## src/rtl/flag_counter_pkg.sv

```systemverilog
// Shared defaults for the periodic flag counter and a width helper for instantiators.
package flag_counter_pkg;

  localparam int DEF_N_BIT = 5;
  localparam int DEF_DUMP  = 10;

  // Smallest counter width able to hold 0..modulus-1 (at least one bit).
  function automatic int cnt_width(input int modulus);
    return (modulus <= 2) ? 1 : $clog2(modulus);
  endfunction

endpackage

```

## src/rtl/flag_counter_mod_n_counter.sv

```systemverilog
// Modulo-MOD enabled counter; tc is high while the count sits at MOD-1.
module mod_n_counter #(
  parameter int N_BIT = 5,
  parameter int MOD   = 10
) (
  input  logic clk,
  input  logic rst_n,
  input  logic enable,
  output logic tc
);

  localparam logic [N_BIT-1:0] LAST = N_BIT'(MOD - 1);

  logic [N_BIT-1:0] count_q;
  logic [N_BIT-1:0] count_d;

  assign tc = (count_q == LAST);

  // NOTE: every always_comb output gets a default first so no path leaves it unassigned (no latch).
  always_comb begin
    count_d = count_q;
    if (enable) begin
      count_d = tc ? '0 : count_q + N_BIT'(1);
    end
  end

  // NOTE: reset is sampled on the clock edge (synchronous); state updates use non-blocking assignments.
  always_ff @(posedge clk) begin
    if (!rst_n) begin
      count_q <= '0;
    end else begin
      count_q <= count_d;
    end
  end

endmodule

```

## src/rtl/flag_counter.sv

```systemverilog
// Periodic one-cycle strobe every DUMP enabled cycles of the clk_p/clk_n pair.
module flag_counter
  import flag_counter_pkg::*;
#(
  parameter int N_BIT = DEF_N_BIT,
  parameter int DUMP  = DEF_DUMP
) (
  input  logic clk_p,
  input  logic clk_n,
  input  logic rst_n,
  input  logic enable,
  output logic flag_count
);

  if (DUMP < 2 || DUMP > (1 << N_BIT)) begin : g_bad_params
    $fatal(1, "flag_counter: DUMP=%0d is illegal for N_BIT=%0d", DUMP, N_BIT);
  end

  logic tc;
  logic flag_count_q;
  logic flag_count_d;

  mod_n_counter #(
    .N_BIT (N_BIT),
    .MOD   (DUMP)
  ) u_counter (
    .clk    (clk_p),
    .rst_n  (rst_n),
    .enable (enable),
    .tc     (tc)
  );

  // The wrap edge is exactly the enabled edge taken while at terminal count.
  assign flag_count_d = tc & enable;

  always_ff @(posedge clk_p) begin
    if (!rst_n) begin
      flag_count_q <= 1'b0;
    end else begin
      flag_count_q <= flag_count_d;
    end
  end

  assign flag_count = flag_count_q;

  // clk_n carries no state; it only has to be the complement of clk_p.
  a_clk_pair : assert property (@(posedge clk_p) clk_n !== clk_p)
    else $error("flag_counter: clk_n equals clk_p");

endmodule

```

## config.mk

```make
export PLATFORM = sky130hd
export DESIGN_NAME = flag_counter
export DESIGN_NICKNAME = d
export VERILOG_FILES = /design/src/rtl/flag_counter_pkg.sv /design/src/rtl/flag_counter_mod_n_counter.sv /design/src/rtl/flag_counter.sv
export SDC_FILE = /design/constraint.sdc
export NUM_CORES = 1
export LEC_CHECK = 0
export CAP_MARGIN = 15
export CORE_AREA = 2 2 39 41
export CTS_CLUSTER_SIZE = 8
export DETAILED_ROUTE_END_ITERATION = 7
export DIE_AREA = 0 0 41 43
export SLEW_MARGIN = 20
export SYNTH_ARGS = -nofsm -noshare
export SYNTH_HDL_FRONTEND = slang
export SYNTH_SLANG_ARGS = --single-unit
```

## constraint.sdc

```tcl
create_clock -name clk_p -period 1.48 [get_ports clk_p]
set_input_delay 0.296 -clock clk_p [delete_from_list [all_inputs] [get_ports clk_p]]
set_output_delay 0.296 -clock clk_p [all_outputs]
set_load 0.1 [all_outputs]
```

==> results by group <==
Floorplanning
  – Die area: 1760 um2
  – Cell Rows: 14
  – Floorplan die width: 41 um
  – Core area: 1380 um2
  – Die Height: 43 um
  – I/O Pins: 5
  – Starting Density: 20.6%

Power and ir drop
  – Combinational share of power: 9.6%
  – Leakage power: 0.154 nW
  – Worst voltage drop across the vdd grid: 0.635 mV
  – Power spent charging and discharging nets: 0.0763 mW
  – Pwr dens: 973 nW/um2
  – Internal power: 0.278 mW
  – Switching share of power: 21.6%
  – Flop pwr share: 49.6%
  – Part of the total power dissipated in the clock network: 40.8%

Placed design
  – Routability-driven placement congestion ratio: 0.718
  – Total half-perimeter wirelength after legalization and detailed placement: 308 um
  – Instance area at placement: 342 um2
  – Number of buffers inserted by port buffering: 3

STA
  – Setup Viol. Count Final: 0
  – Fmax: 845 MHz
  – Sum of negative setup slack: 0 ns
  – Slew Limit Headroom: 85.1%
  – Final-report hold violation count: 0
  – Unrepaired setup endpoints after global routing: no
  – Worst Tran Pin Value: 0.223 ns
  – Max-slew violation total from the final report: 0
  – Final critical delay including setup and external delays: 1.18 ns
  – Final critical-path share of the clock period: 79.9%
  – Worst setup skew after layout: 0.00119 ns

Cells and area
  – Diodes inserted: 0
  – Multi-input logic area: 150 um2
  – # nets final: 40
  – Post-synthesis to final-layout area growth: 27.6%
  – Filler Cells Inserted: 152
  – Final instance area: 364 um2
  – Register cell area after layout: 120 um2
  – Fraction of layout instances using a drive strength above 1: 25.0%

Drt
  – DR iter-0 viols: 1
  – Number of remaining DRC errors: 0
  – Total number of vias: 194
  – 1st-pass router iterations: 2
  – Avg WL per Cell: 8.40 um
  – Total length of routed wires: 403 um
  – Via density: 4.04
  – DRT antenna net count: 0

Clocking
  – CTS tree: done
  – Clock latency on the worst-skew pair: 0.24 ns
  – Hold buffer count at CTS: 0
  – CTS max path bufs: 2
  – CTS clk-pin slew, worst paths: 0.04 ns
  – Count of buffers added by post-CTS timing repair for setup: 0
  – Number of instances resized during post-cts repair: 0
  – # H-tree levels: 1
  – Clock sink count: 6
  – TritonCTS Buffers: 3
  – Master cell of the clock root buffer: clkbuf_4

Setup path
  – Kind of end point of the critical path: register
  – Kind of start point of the critical path: input pin
  – Maximum fanout encountered on the critical timing path: 5
  – Slowest stage delay, CP: 0.58 ns
  – Cell at the slowest stage of the critical path: clkdlybuf4s50_1
  – Number of cells traversed by the worst register-to-register path: 4
  – CP Class: in -> reg
  – Required @ worst endpoint: 1.60 ns
  – Data arrival time of the worst path: 1.30 ns
  – Cell-by-cell trace of the critical path: clkdlybuf4s50_1 -> nand4b_4 -> o21ai_2 -> nor2_1

Synthesis
  – Post-synth top area cell: dfxtp_1
  – Mapped Area: 285 um2
  – Number of distinct library cells after synthesis: 14
  – Post-synthesis cell count: 26
  – Portion of synthesized cell area occupied by the leading cell type: 42.1%
  – Synth Register Bits: 6
  – Post-Synth Simple-Gate Area: 24.1%
  – Fraction of the mapped netlist area in compound gates: 7.46%
  – Main combinational cell family by area after synthesis: simple AND/OR/NAND/NOR gates
  – Total number of yosys warnings: 0
  – Synthesized-area fraction occupied by xor and xnor cells: 12.3%
  – Adder-cell share of the synthesized area: 8.77%
  – Mean cell area of the mapped netlist: 11.0 um2
  – Multiplexer share of the synthesized area: 0%
  – Synthesized netlist net count: 32
  – Sequential cell area fraction in the yosys report: 42.1%
  – Synth area leaders: dfxtp_1 (42%), ha_1 (8.8%), nand4b_4 (8.3%)

Min path
  – Worst hold path class: reg -> reg
  – Worst Hold Depth: 1

Flow run
  – Max Cap Viol: 0

Global routing
  – Initial antenna violation count: 0
  – Wire length of the first global-routing pass: 683 um
  – Number of global-route vias before repair: 180
  – Maximum number of pins on one net before global-route repair: 6
  – GRT overflow: 0
  – Global routing usage summed across all routing layers: 6.16%

Status
  – Run status: finished, final reports clean
[cell type report]
type / count / share of cell area, %
Clock buffer: 3 / 6.19
Timing Repair Buffer: 4 / 13.1
Sequential cell: 6 / 33.0
Tap cell: 16 / 5.50
Multi-Input combinational cell: 18 / 41.2
Inverter: 1 / 1.03
[power by group through the flow]
stage	Clock, mW	Combinational, mW	Sequential [mW]
2_1_floorplan	0	0.0262	0.177
3_3_place_gp	0	0.0336	0.178
3_5_place_dp	0	0.0345	0.178
4_1_cts	0.154	0.0347	0.175
5_1_grt	0.160	0.0378	0.177
6_report	0.144	0.0341	0.176
[through the flow]
stage | cells | hold slack [ns] | worst slack (ns) | power [mW] | util [%]
after floorplan | 26 | 0.418 | 0.275 | 0.203 | -
after global placement | 45 | 0.524 | 0.0340 | 0.212 | 24.7
after detailed placement | 45 | 0.525 | 0.0508 | 0.213 | 24.7
after CTS | 48 | 0.531 | 0.305 | 0.364 | 26.3
after global routing | 48 | 0.569 | 0.208 | 0.375 | 26.3
final | 48 | 0.534 | 0.297 | 0.354 | 26.3
[cells in the mapped netlist]
library cell	number
nor2_1	4
and2_1	1
dfxtp_1	6
nor3b_1	1
ha_1	2
o21ai_2	1
xnor2_1	2
xor2_1	2
nand2_1	1
nand4b_4	1
a211oi_2	1
inv_1	1
nand4_1	2
buf_6	1
[registers in the layout, indices dropped and copies added, names as in the netlist]
name / flops
u_counter.count_q: 5
flag_count: 1
[per-layer routing]
metal  up-vias  wire length, um  track usage (%)
li1        101                -                -
met3         0               33             6.28
met1        88              199             6.54
met5         -                0                0
met4         0                0             2.00
met2         5              170             8.13
[worst paths after layout]
| check | slack [ns] | from | to |
|---|---|---|---|
| max | 0.30 | enable | u_counter.count_q[0] |
| min | 0.53 | u_counter.count_q[2] | flag_count |
| max reg2reg | 0.36 | u_counter.count_q[0] | u_counter.count_q[0] |
| min reg2reg | 0.53 | u_counter.count_q[2] | flag_count |
[cell usage in the layout (no fill, tap or decap)]
cell and count:
nor2_1 4, dfxtp_1 6, nand2_1 1, nand4_1 2
buf_12 1, and2_1 1, ha_1 2, clkdlybuf4s50_1 2
a211oi_2 1, xor2_1 2, nor3b_1 1, xnor2_1 2
clkbuf_4 3, nand4b_4 1, o21ai_2 1, inv_1 1
buf_4 1
[logic make-up after synthesis]
group | count (synthesis)
fa+ha+maj | 2
compound gates | 2
buf+inv | 2
simple gates | 10
xor+xnor | 4
flops | 6
[worst max-delay path, delay by kind of cell]
kind	cells	cell delay [ns]
buf+inv	1	0.58
simple gates	2	0.20
compound gates	1	0.22
Note: power is estimated with default switching activity, not from simulation.
